==> src/rtl/branch_resolver_pkg.sv <==
// Shared types and constants for the branch resolver and the IF stage that
// produces prediction entries.
package branch_resolver_pkg;

  localparam int InstAddrBus = 32;

  localparam logic True  = 1'b1;
  localparam logic False = 1'b0;

  typedef struct packed {
    logic [InstAddrBus-1:0] pc;
    logic                   pred_taken;
    logic [InstAddrBus-1:0] pred_npc;
  } pred_entry_t;

endpackage

==> src/rtl/branch_queue.sv <==
// Generic synchronous circular FIFO with push, pop, clear and a registered full
// flag. Clear wins over a simultaneous push; pop on empty is ignored.
module branch_queue #(
  parameter int DEPTH = 4,
  parameter int WIDTH = 65
) (
  input  logic             clk,
  input  logic             rst,
  input  logic             push,
  input  logic             pop,
  input  logic             clear,
  input  logic [WIDTH-1:0] din,
  output logic [WIDTH-1:0] dout,
  output logic             full,
  output logic             empty
);

  localparam int PTR_W = (DEPTH > 1) ? $clog2(DEPTH) : 1;
  localparam int CNT_W = PTR_W + 1;

  logic [WIDTH-1:0] mem [DEPTH];
  logic [PTR_W-1:0] head;
  logic [PTR_W-1:0] tail;
  logic [CNT_W-1:0] count;
  logic [CNT_W-1:0] count_next;
  logic             do_push;
  logic             do_pop;

  assign empty   = (count == '0);
  assign do_pop  = pop && !empty;
  assign do_push = push && !clear && ((count != CNT_W'(DEPTH)) || do_pop);
  assign dout    = mem[head];

  always_comb begin
    count_next = count;
    if (clear) begin
      count_next = '0;
    end else if (do_push && !do_pop) begin
      count_next = count + CNT_W'(1);
    end else if (do_pop && !do_push) begin
      count_next = count - CNT_W'(1);
    end
  end

  // Pointers wrap naturally because DEPTH is a power of two.
  always_ff @(posedge clk) begin
    if (rst) begin
      head  <= '0;
      tail  <= '0;
      count <= '0;
      full  <= 1'b0;
    end else begin
      count <= count_next;
      full  <= (count_next == CNT_W'(DEPTH));
      if (clear) begin
        head <= '0;
        tail <= '0;
      end else begin
        if (do_push) tail <= tail + PTR_W'(1);
        if (do_pop)  head <= head + PTR_W'(1);
      end
    end
  end

  always_ff @(posedge clk) begin
    if (do_push) mem[tail] <= din;
  end

endmodule

==> src/rtl/branch_resolver.sv <==
// In-order tracker of predicted control-flow instructions: trains the predictor
// on resolve and flushes/redirects on mispredict. Optional statistics counters
// are enabled by defining BRANCH_RESOLVER_STAT_EN.
module branch_resolver
  import branch_resolver_pkg::*;
#(
  parameter int DEPTH = 4
) (
  input  logic                   clk,
  input  logic                   rst,
  input  logic                   if_push,
  input  logic [InstAddrBus-1:0] if_pc,
  input  logic                   if_pred_taken,
  input  logic [InstAddrBus-1:0] if_pred_npc,
  input  logic                   ex_resolve,
  input  logic                   ex_taken,
  input  logic [InstAddrBus-1:0] ex_target,
  input  logic                   flush_i,
  output logic                   full_o,
  output logic                   predict_update,
  output logic [InstAddrBus-1:0] branch_pc,
  output logic [InstAddrBus-1:0] branch_npc,
  output logic                   actual_result,
  output logic                   flush_o,
  output logic [InstAddrBus-1:0] redirect_pc
`ifdef BRANCH_RESOLVER_STAT_EN
  ,
  output logic [31:0]            stat_branches,
  output logic [31:0]            stat_mispredicts
`endif
);

  localparam int EntryW = $bits(pred_entry_t);

  pred_entry_t            push_entry;
  pred_entry_t            head_entry;
  logic [EntryW-1:0]      head_bits;
  logic                   q_empty;
  logic                   pop;
  logic                   mispredict;
  logic                   push_ok;
  logic                   clear;
  logic [InstAddrBus-1:0] correct_pc;

  assign push_entry = '{pc: if_pc, pred_taken: if_pred_taken, pred_npc: if_pred_npc};
  assign head_entry = pred_entry_t'(head_bits);

  assign pop        = ex_resolve && !q_empty;
  assign mispredict = pop && ((head_entry.pred_taken != ex_taken) ||
                              (ex_taken && (head_entry.pred_npc != ex_target)));
  // A pop in the same cycle frees a slot, so a full queue still accepts a push.
  assign push_ok    = if_push && (!full_o || pop) && !mispredict && !flush_i;
  assign clear      = mispredict || flush_i;
  assign correct_pc = ex_taken ? ex_target : head_entry.pc + 32'd4;

  branch_queue #(
    .DEPTH (DEPTH),
    .WIDTH (EntryW)
  ) u_queue (
    .clk   (clk),
    .rst   (rst),
    .push  (push_ok),
    .pop   (pop),
    .clear (clear),
    .din   (push_entry),
    .dout  (head_bits),
    .full  (full_o),
    .empty (q_empty)
  );

  always_ff @(posedge clk) begin
    if (rst) begin
      predict_update <= False;
      flush_o        <= False;
      actual_result  <= False;
      branch_pc      <= '0;
      branch_npc     <= '0;
      redirect_pc    <= '0;
    end else begin
      predict_update <= pop;
      flush_o        <= mispredict;
      if (pop) begin
        branch_pc     <= head_entry.pc;
        branch_npc    <= ex_target;
        actual_result <= ex_taken;
      end
      if (mispredict) redirect_pc <= correct_pc;
    end
  end

`ifdef BRANCH_RESOLVER_STAT_EN
  function automatic logic [31:0] sat_inc(input logic [31:0] v);
    return (v == '1) ? v : v + 32'd1;
  endfunction

  always_ff @(posedge clk) begin
    if (rst) begin
      stat_branches    <= '0;
      stat_mispredicts <= '0;
    end else begin
      if (pop)        stat_branches    <= sat_inc(stat_branches);
      if (mispredict) stat_mispredicts <= sat_inc(stat_mispredicts);
    end
  end
`else
  // Statistics counters compiled out.
`endif

endmodule

==> config.mk <==
export PLATFORM = sky130hd
export DESIGN_NAME = branch_resolver
export DESIGN_NICKNAME = d
export VERILOG_FILES = /design/src/rtl/branch_resolver_pkg.sv /design/src/rtl/branch_queue.sv /design/src/rtl/branch_resolver.sv
export SDC_FILE = /design/constraint.sdc
export NUM_CORES = 1
export LEC_CHECK = 0
export CAP_MARGIN = 10
export CORE_MARGIN = 1.5
export CORE_UTILIZATION = 59
export DETAILED_ROUTE_END_ITERATION = 10
export MAX_ROUTING_LAYER = met4
export PLACE_DENSITY = 0.93
export SYNTH_ARGS = -nofsm -noshare
export SYNTH_HDL_FRONTEND = slang
export SYNTH_SLANG_ARGS = --single-unit
==> constraint.sdc <==
create_clock -name clk -period 11.85 [get_ports clk]
set_clock_uncertainty 0.1 [all_clocks]
set_input_delay 2.9625 -clock clk [delete_from_list [all_inputs] [get_ports clk]]
set_output_delay 2.9625 -clock clk [all_outputs]
set_load 0.01 [all_outputs]
* Word-level counts from Yosys, hierarchy flattened
Memories as Yosys holds them, arrays and structs flattened. A register that Yosys moved wholly into a read port is not among the register bits.
Index checks and enable logic that the tools add are counted.
** Word-level totals
- Bits in registers :: 107
- Memories kept :: 1
- Input port bits :: 103
- Bits in writable memories :: 260
- Word-level logic and storage cells :: 52
- Output and inout port bits :: 100
** Cells by class
- Reduce and logical (&&, ||, !) cells :: 24
- Equality and inequality tests :: 4
- Multiplexer cells :: 8
- Add/subtract/negate cells :: 5
** Memories
- u_queue.mem :: depth 4, bits a word 65, read ports 1, clocked after Yosys merged registers in 1, write ports 1, RTL line branch_queue.sv:21 : logic [WIDTH-1:0] mem [DEPTH];
** Operators with widths (count)
- $add 32x3->32 const B :: 1
- $mux 32 :: 1
- $ne 32x32->1 :: 1
- $logic_and 1x1->1 :: 11
- $mux 3 :: 3
- $logic_not 1->1 :: 7
- $add 2x1->2 const B :: 2
- $logic_or 1x1->1 :: 4
- $mux 2 :: 2
- $add 3x1->3 const B :: 1
- $eq 3x3->1 const B :: 1
- $logic_not 3->1 :: 1
- $ne 3x3->1 const B :: 1
- $sub 3x1->3 const B :: 1
- $mux 1 :: 2
- $reduce_or 2->1 :: 1
- $ne 1x1->1 :: 1

* Depth between registers and ports, before layout
Gate-level depths: netlist of run 1.
- Depth in word-level cells :: 15
- Depth in mapped cells :: 13
- Mapped depth without buffers :: 10

* By module
Synthesis of run 1 repeated with hierarchy kept, for this count alone.
** Second synthesis, totals
- Cells, all modules :: 1042
- Area, all modules :: 14835.5 um^2
** Modules (own cells, without submodules)
- branch_queue :: area each 10002.1 um^2, sequential area each 8007.7 um^2, times used 1, cells each 412
- branch_resolver :: area each 4833.4 um^2, sequential area each 1981.9 um^2, times used 1, cells each 630

* Worst setup path after synthesis of run 1
Ideal clock, no wire load.
- Path kind :: input -> register
- From :: input port ex_target[7]
- To :: memory u_queue.mem[0][0], enable pin
- Arrival :: 5871 ps
- Buffers on the path :: 2
- Required time :: 11320 ps
- Path slack :: 5449 ps
- Library setup time :: 430 ps
- Stages on the path :: 9
- Path through :: a21o_1 o31a_1 nor4_1 nand4_1 and3_1 buf_2 buf_6 nor2_2 and2_1
** Between the ends
- Word-level cells in the longest chain between the ends :: 11
- Elaborated cells on any way between the ends :: 13
- Those cells by class :: eq/ne (1); mux (2); reduce/logical (10)
** RTL lines
- start, declared :: RTL line branch_resolver.sv:17 : input logic [InstAddrBus-1:0] ex_target,
- $ne 32x32->1 (*) :: RTL line branch_resolver.sv:50 : (ex_taken && (head_entry.pred_npc != ex_target)));
- $logic_and 1x1->1 (*) :: RTL line branch_resolver.sv:50
- $logic_or 1x1->1 (*) :: RTL line branch_resolver.sv:49 : assign mispredict = pop && ((head_entry.pred_taken != ex_taken) ||
- $logic_and 1x1->1 (*) :: RTL line branch_resolver.sv:49
- $logic_not 1->1 :: RTL line branch_resolver.sv:52 : assign push_ok = if_push && (!full_o || pop) && !mispredict && !flush_i;
- $logic_and 1x1->1 (2 in a row) :: RTL line branch_resolver.sv:52
- $logic_and 1x1->1 (*) (2 in a row) :: RTL line branch_queue.sv:31 : assign do_push = push && !clear && ((count != CNT_W'(DEPTH)) || do_pop);
- $mux 1 (*) :: RTL line branch_queue.sv:66 : if (do_push) mem[tail] <= din;
- $mux 1 (not written as such) (*) :: RTL line branch_queue.sv:66
- end, declared :: RTL line branch_queue.sv:21
Mark *: on every way between the ends. The rest lies on a longest branch, timed or not.

* Worst setup path after layout of run 1
- From :: input port ex_taken
- To :: memory u_queue.mem[2][51], enable pin
** Between the ends
- Word-level cells in the longest chain between the ends :: 10
- Elaborated cells on any way between the ends :: 13
- Those cells by class :: eq/ne (1); mux (2); reduce/logical (10)
** RTL lines
- start, declared :: RTL line branch_resolver.sv:16 : input logic ex_taken,
- $ne 1x1->1 or $logic_and 1x1->1 (tied branches) :: RTL line branch_resolver.sv:49, branch_resolver.sv:50
- $logic_or 1x1->1 (*) :: RTL line branch_resolver.sv:49
- $logic_and 1x1->1 (*) :: RTL line branch_resolver.sv:49
- $logic_not 1->1 :: RTL line branch_resolver.sv:52
- $logic_and 1x1->1 (2 in a row) :: RTL line branch_resolver.sv:52
- $logic_and 1x1->1 (*) (2 in a row) :: RTL line branch_queue.sv:31
- $mux 1 (*) :: RTL line branch_queue.sv:66
- $mux 1 (not written as such) (*) :: RTL line branch_queue.sv:66
Marked as above.

==> results.cfg, run 1 <==
[pwr]
power.leakage_nw = 5.77
cellPowerDensity_mw_per_mm2 = 150
max-vdd-ir-drop_mv = 0.131

[critical_path]
cp_data_arrival_time_ns = 7.01
crit_slowest_cell = and2_2
critPathBufInv = 5
slowest_delay_ns = 0.73
cp.depth = 12
regToRegEndpoint = u_queue.mem[2][51]
end_kind = flop
cpMostUsedCell = buf_4
endpoint = u_queue.mem[2][51]
setup.worst_path.start = ex_taken
crit_family = buffers and inverters
required_ns = 11.90
worstPathMaxFanout = 60
path_cells = buf_2 > buf_4 > inv_1 > a31oi_1 > nand4_1 > nor4_1 > nand4_1 > and3_2 > buf_4 > nor2_2 > and2_2 > buf_4
r2r_slack_ns = 5.79
setup.worst_path.class = input port to flop
critPathLaunchType = input port
r2r_cells = 11

[synth]
ys_ff_latch = 369
synth_ff_type = edfxtp_1
synth_enable_flop_cells = 260
synth_cells = 1023
ys_async_sr_fraction_pct = 0
syn_nets = 1134
yosysWarnings = 0
yosysSeqAreaShare_pct = 67.6
synth.avg_cell_area_um2 = 14.4
yosysUniqueCellTypes = 55
synthesis.area_mm2 = 0.0148

[grt]
use_met3_pct = 5.80
met2_usage_pct = 50.7
gr-total-overflow = 0
grt_antenna_before_repair = 0
grt_max_degree = 101
grt_usage_pct = 32.4
grt_pass1_wl_um = 60200
grt_pass1_vias = 9820
met1_usage_pct = 41.9
busiest_layer = met2

[detailed_routing]
drc_errors = 0
dr_total_vias = 9859
firstDrtPassIters = 5
drt_iter0_markers = 1364
totalWireLength_um = 40000
ant_nets = 0
wire_per_inst_um = 25.5
via_per_inst = 6.28

[cells_and_area]
final_util_pct = 74.2
final_cell_mix = edfxtp_1 (260), clkdlybuf4s50_1 (200), nand2_1 (179), dfxtp_1 (107), a21oi_1 (68)
fin_nets = 1331
diodes = 0
final_common_cell = edfxtp_1
area_growth_pct = 22.9
final_layout_size_suffix_gt1_share_pct = 12.4
fillers = 1359

[die]
ios = 203
rows = 57
die_h_um = 161
die_x_um = 161
die_area_mm2 = 0.0260
initial_core_util_pct = 60.4
core_mm2 = 0.0245

[placed_design]
hpwl_um = 25200
io_buffers = 202
globalplace.congestion = 0.852

[clocking]
clock_sinks = 369
clockRootBuffer = clkbuf_16
cts_buffer_depth = 3
clk_pin_slew_ns = 0.06
clk_latency_ns = 0.53
cts_setup_buffers = 0
postCtsHoldBufs = 0
htreeDepth = 2
cts_resized = 0
numCtsBuffers = 36
cts_tree = done

[timing]
fin_crit_sh_pct = 58.7
period_needed_ns = 6.96
worst_pin_slew_ns = 1.20
finalSetupViolCount = 0
finalHoldViolCount = 0
max-slew-margin-rel_pct = 19.0
max_freq_mhz = 144
rsz0062_at_grt = false
maxSlewViolCount = 0
setup_tns_ns = 0

[run_status]
outcome = finished, final reports clean

[worst_hold_path]
whs_path_depth = 2
hp-class = flop to flop

[run]
drv_cap = 0
==> per-stage QoR <==
stage / power, mW / worst slack [ns] / instance area (um2) / hold WS [ns] / cells
5_1_grt: 2.79 / 4.65 / 18200 / 0.373 / 1570
3_5_place_dp: 1.63 / 4.52 / 17000 / 0.347 / 1506
3_3_place_gp: 1.62 / 4.68 / 17000 / 0.342 / 1506
4_1_cts: 2.73 / 4.96 / 18200 / 0.355 / 1570
2_1_floorplan: 1.53 / 5.45 / 14800 / 0.381 / 1023
6_report: 2.73 / 4.89 / 18200 / 0.355 / 1570
==> final cells by class <==
cell class | count | area [um2] | share of cell area (%)
flip-flops and latches | 369 | 10000 | 55.1
multi-input cells | 587 | 4470 | 24.6
repair buffers | 212 | 2090 | 11.5
clock buffers | 41 | 941 | 5.18
well taps | 324 | 405 | 2.23
clock inverters | 23 | 195 | 1.08
inverters | 14 | 52.6 | 0.289
==> routing by layer <==
metal / share of wire (%) / vias to the layer above / wire [um]
met4: 5.1 / 0 / 2060
met1: 37 / 4847 / 14700
met2: 48 / 709 / 19200
li1: - / 4171 / -
met5: 0 / - / 0
met3: 10 / 132 / 4010
==> worst min-delay path by stage <==
stage	startpoint	end	slack (ns)
after floorplan	actual_result	actual_result	0.38
after detailed placement	branch_npc[28]	branch_npc[28]	0.35
after CTS	branch_npc[28]	branch_npc[28]	0.36
final	branch_pc[28]	branch_pc[28]	0.35
after global routing	branch_npc[30]	branch_npc[30]	0.37
after global placement	branch_npc[21]	branch_npc[21]	0.34
==> logic make-up after synthesis <==
group / Yosys count / share of synthesized area [%]
xor+xnor: 56 / 3.32
buf+inv: 67 / 2.26
fa+ha+maj: 8 / 0.678
mux: 108 / 12.5
flops: 369 / 67.6
simple gates: 289 / 8.77
compound gates: 126 / 4.80
==> worst register-to-register path, delay by kind of cell, from the launching register on <==
kind                   cells  cell delay (ns)
XOR/XNOR                   1             0.22
multiplexers               1             0.72
flip-flops                 1             0.66
AND/OR/NAND/NOR            6             2.22
buffers and inverters      3             1.74
==> power breakdown <==
part	internal [mW]	switching [mW]	leakage, nW
clock network	0.637	0.482	0.549
logic	0.0859	0.109	1.98
registers	1.40	0.0115	3.24
==> cell usage after synthesis, types with 3 or more instances <==
master / instances / area (um2)
nor2_1: 50 / 188
ha_1: 8 / 100
a311oi_1: 3 / 26.3
edfxtp_1: 260 / 7810
nand4_1: 13 / 81.3
nor4_1: 4 / 25.0
nand2b_1: 3 / 18.8
xnor2_1: 35 / 307
and2_1: 5 / 31.3
mux2_2: 5 / 56.3
buf_1: 4 / 15.0
buf_2: 11 / 55.1
clkbuf_1: 28 / 105
buf_6: 5 / 56.3
mux4_2: 61 / 1370
mux2i_1: 42 / 420
a31oi_1: 3 / 18.8
and3_1: 5 / 31.3
inv_1: 14 / 52.6
a211oi_1: 3 / 22.5
nand3_1: 9 / 45.0
nand2_1: 179 / 672
buf_4: 4 / 30.0
xor2_1: 21 / 184
a21oi_1: 68 / 340
dfxtp_1: 109 / 2180
o21ai_0: 31 / 155
==> sequential cells by signal, summed over array words and instances, names as in the netlist, named ones only <==
name,cells
u_queue.head,2
actual_result,1
flush_o,1
branch_pc,32
branch_npc,32
u_queue.count,3
predict_update,1
u_queue.mem,260
u_queue.full,1
redirect_pc,32
u_queue.tail,2
(Power assumes the default switching activity.)
==> run 2: changes to the inputs <==
Settings changed: CORE_UTILIZATION 59 to 49, PLACE_DENSITY 0.93 to 0.83.
Clock period 11.85 ns to 6 ns, I/O delays scaled along.
==> run 2 against run 1 <==
Global-route usage decreased by 7.2 points. Critical endpoint is now u_queue.mem[2][22]. Die area increased by 20%. Critical path type is now flop to flop. Non-clock buffer count increased by 6. Design area increased by 1.5%. Largest power group unchanged. Total power increased by 100%. Critical path depth decreased by 2. Combinational power increased by 94%. Setup slack got worse by 3.4 ns.
==> results.cfg, run 2 (synthesized netlist as in run 1, its figures left out) <==
[grt]
grt_usage_pct = 25.2
grt_max_degree = 70
grt_pass1_vias = 9272
grt_antenna_before_repair = 6
grt_pass1_wl_um = 56500
gr-total-overflow = 0

[timing]
max_freq_mhz = 221
max-slew-margin-rel_pct = 18.9
rsz0062_at_grt = false
worst_pin_slew_ns = 1.21
setup_tns_ns = 0
fin_crit_sh_pct = 75.3
hold_slack_ns = 0.354
period_needed_ns = 4.52
finalWorstSetupSlack_ns = 1.48
finalSetupViolCount = 0
maxSlewViolCount = 0
finalHoldViolCount = 0

[cells_and_area]
final_layout_size_suffix_gt1_share_pct = 13.0
largest_reg_flops = 260
final_cell_mix = edfxtp_1 (260), clkdlybuf4s50_1 (200), nand2_1 (179), dfxtp_1 (107), a21oi_1 (68)
area_growth_pct = 24.7
final_util_pct = 62.2
final_common_cell = edfxtp_1
fillers = 2153
fin_nets = 1339
top_register = u_queue.mem

[die]
rows = 63
die_x_um = 177
die_h_um = 177
ios = 203
initial_core_util_pct = 49.8
core_mm2 = 0.0296
die_area_mm2 = 0.0312

[clocking]
cts_tree = done
postCtsHoldBufs = 0
cts_resized = 0
cts_setup_buffers = 0
numCtsBuffers = 38
clock_sinks = 369
cts_buffer_depth = 3
clk_latency_ns = 0.53
clk_pin_slew_ns = 0.06
clockRootBuffer = clkbuf_16
htreeDepth = 2

[critical_path]
path_cells = buf_4 > mux4_2 > o2bb2ai_1 > a221o_1 > nor4_1 > nand4_1 > and3_2 > nor2_2 > and2_2 > buf_12
end_kind = flop
cp_data_arrival_time_ns = 4.60
crit_slowest_cell = dfxtp_4
crit_family = simple AND/OR/NAND/NOR gates
worstPathMaxFanout = 54
critPathBufInv = 2
required_ns = 6.08
slowest_delay_ns = 0.90
setup.worst_path.class = flop to flop
critPathLaunchType = flop

[worst_hold_path]
hp-class = flop to flop

[detailed_routing]
via_per_inst = 5.73
drt_iter0_markers = 1077
wire_per_inst_um = 23.0
totalWireLength_um = 38000
ant_nets = 0
dr_total_vias = 9481
drc_errors = 0
firstDrtPassIters = 5

[placed_design]
hpwl_um = 25300
io_buffers = 202
pre_cts_ws_ns = 1.27
globalplace.congestion = 0.828

[pwr]
power.leakage_nw = 5.86
cellPowerDensity_mw_per_mm2 = 299
max-vdd-ir-drop_mv = 0.208

[run]
drv_cap = 0

[run_status]
outcome = finished, final reports clean
[run 2: power breakdown]
group	internal, mW	switching (mW)	leakage (nW)
clock network	1.39	0.946	0.604
registers	2.77	0.0211	3.24
logic	0.171	0.207	2.01
[run 2: through the flow]
stage	std cells	instance area (um2)	power (mW)
3_3_place_gp	1578	17200	3.21
6_report	1655	18400	5.51
2_1_floorplan	1023	14800	3.02
5_1_grt	1654	18400	5.67
4_1_cts	1647	18400	5.54
3_5_place_dp	1578	17200	3.22
[run 2: final timing paths]
check                      start            endpoint  slack [ns]  depth (start not counted)
setup / recovery            flop  u_queue.mem[2][22]        1.48                         10
hold / removal    branch_npc[28]      branch_npc[28]        0.35                          2
setup reg to reg            flop  u_queue.mem[2][22]        1.48                         10
hold reg to reg   branch_npc[28]      branch_npc[28]        0.35                          2
[run 2: worst register-to-register path, stage by stage (launching register included)]
cell       delay, ns
dfxtp_4         0.90
buf_4           0.45
mux4_2          0.56
o2bb2ai_1       0.13
a221o_1         0.27
nor4_1          0.27
nand4_1         0.22
and3_2          0.31
nor2_2          0.15
and2_2          0.41
buf_12          0.37
[run 2: cell type report]
| class | count | area, um2 | area share [%] |
|---|---|---|---|
| inverters | 14 | 52.6 | 0.285 |
| diodes | 8 | 20.0 | 0.109 |
| clock inverters | 21 | 214 | 1.16 |
| multi-input cells | 587 | 4470 | 24.3 |
| clock buffers | 48 | 1030 | 5.59 |
| repair buffers | 218 | 2150 | 11.7 |
| flip-flops and latches | 369 | 10000 | 54.3 |
| well taps | 390 | 488 | 2.65 |
[run 2: metal layers]
| layer | routed length (um) | global-route usage [%] |
|---|---|---|
| met5 | 0 | - |
| met4 | 1630 | 11.5 |
| met3 | 3180 | 5.36 |
| met2 | 18000 | 38.1 |
| met1 | 15200 | 32.8 |
==> run 3: changes to the inputs <==
Clock period 6 ns to 3.65 ns, I/O delays scaled along.
==> run 3 against run 2 <==
Die area stayed put. Combinational power is 76% higher. Global-route usage up 0.73 points. Critical path depth rose by 1. Non-clock buffer count rose by 55. Via count increased by 3.8%. Setup slack worse by 1.3 ns. Register-to-register slack lost 1.3 ns. Largest cell class unchanged. Largest power group unchanged. Highest routed layer unchanged.
==> results.cfg, run 3 (synthesized netlist as in run 1, its figures left out) <==
[clocking]
htreeDepth = 2
cts_tree = done
clk_pin_slew_ns = 0.06
numCtsBuffers = 38
clockRootBuffer = clkbuf_16
clock_sinks = 369
clk_latency_ns = 0.53
cts_buffer_depth = 3

[cells_and_area]
largest_reg_flops = 260
multi_input_area_mm2 = 0.00448
final_layout_size_suffix_gt1_share_pct = 17.2
top_register = u_queue.mem
fin_nets = 1394
area_growth_pct = 28.6
final_cell_mix = edfxtp_1 (260), clkdlybuf4s50_1 (200), nand2_1 (179), dfxtp_1 (107), a21oi_1 (68)
final_util_pct = 64.1
regArea_mm2 = 0.0100
fillers = 2079
final_common_cell = edfxtp_1

[placed_design]
globalplace.congestion = 0.834
io_buffers = 202
pre_cts_ws_ns = -0.268
hpwl_um = 26400

[pwr]
finalPower_mw = 9.18
max-vdd-ir-drop_mv = 0.348
power.leakage_nw = 6.20
cellPowerDensity_mw_per_mm2 = 483

[die]
die_x_um = 177
ios = 203
initial_core_util_pct = 49.8
die_h_um = 177
die_area_mm2 = 0.0312
core_mm2 = 0.0296
rows = 63

[timing]
hold_slack_ns = 0.353
worst_pin_slew_ns = 0.809
period_needed_ns = 3.48
finalHoldViolCount = 0
max_freq_mhz = 288
maxSlewViolCount = 0
finalSetupViolCount = 0
fin_crit_sh_pct = 95.3
finalWorstSetupSlack_ns = 0.173
max-slew-margin-rel_pct = 45.5

[detailed_routing]
firstDrtPassIters = 6
drc_errors = 0
via_per_inst = 5.77
wire_per_inst_um = 22.9
ant_nets = 0
totalWireLength_um = 39100
dr_total_vias = 9841
drt_iter0_markers = 1006

[critical_path]
r2r_cells = 11
r2r_slack_ns = 0.17
required_ns = 3.76
end_kind = flop
worstPathMaxFanout = 40
critPathLaunchType = flop
setup.worst_path.class = flop to flop
regToRegEndpoint = u_queue.mem[0][36]
cp_data_arrival_time_ns = 3.58

[grt]
grt_usage_pct = 25.9
grt_antenna_before_repair = 4
grt_max_degree = 70
gr-total-overflow = 0
grt_pass1_vias = 9860
grt_pass1_wl_um = 58400

[run_status]
outcome = finished, final reports clean

[worst_hold_path]
whs_path_depth = 2
hold_end = branch_npc[10]
hp-class = flop to flop
holdCritStartpoint = branch_npc[10]

[run]
drv_cap = 0
## run 3: cell count changes in the layout (fill, tap and decap cells not counted), moves of 2 or more
cell / change
diode_2: -4
clkinv_8: +2
buf_12: +9
clkinv_1: -2
clkbuf_8: +5
clkbuf_1: -5
buf_4: +45
clkbuf_2: +2
clkinvlp_4: -2
## run 3: how the worst max path moves through the flow
| stage | endpoint | slack [ns] | start | cells past startpoint |
|---|---|---|---|---|
| floorplan | u_queue.mem[0][0] | -0.09 | flop | 12 |
| global placement | u_queue.mem[0][36] | -0.24 | ex_target[20] | 10 |
| detailed placement | u_queue.mem[0][36] | -0.27 | ex_target[20] | 10 |
| CTS | u_queue.mem[0][8] | 0.04 | flop | 11 |
| global route | u_queue.mem[0][8] | -0.007 | flop | 11 |
| finish | u_queue.mem[0][36] | 0.17 | flop | 11 |
## run 3: through the flow
stage | std cells | TNS, ns | area (um2)
6_report | 1705 | 0 | 19000
5_1_grt | 1705 | -0.0482 | 19000
4_1_cts | 1694 | 0 | 18900
3_5_place_dp | 1625 | -67.65 | 17600
3_3_place_gp | 1625 | -54.99 | 17600
2_1_floorplan | 1023 | -24.00 | 14800
## run 3: final cells by class
type / instances / share of cell area, %
inverter: 14 / 0.277
tap: 390 / 2.57
clock buffer: 50 / 5.74
timing repair buffer: 273 / 14.1
sequential: 369 / 52.6
multi-input combinational: 587 / 23.6
clock inverter: 18 / 1.04
antenna: 4 / 0.0527
## run 3: repair_timing
action / CTS / global route
buffers inserted: 1 / 7
hold buffers: 0 / 0
resized for setup: 1 / 0
endpoints found under the setup margin: 263 / 265
## run 3: worst max-delay path, stage by stage (launching register included)
cell	delay, ns
dfxtp_4	0.45
buf_4	0.18
mux4_2	0.51
xnor2_1	0.19
nand4_1	0.16
nor4_2	0.37
buf_4	0.18
nand4_1	0.10
and3_2	0.27
nor2_2	0.14
and2_2	0.22
buf_12	0.27
## run 3: per-layer routing
layer	routed length, um	global-route usage (%)	up-vias
li1	-	-	4305
met4	1490	10.5	0
met1	15500	33.5	4912
met3	3200	4.80	96
met2	19000	40.7	528
met5	0	-	-
## run 3: where the power goes
| group | internal (mW) | switching (mW) |
|---|---|---|
| sequential | 4.56 | 0.0324 |
| combinational | 0.311 | 0.355 |
| clock | 2.33 | 1.60 |
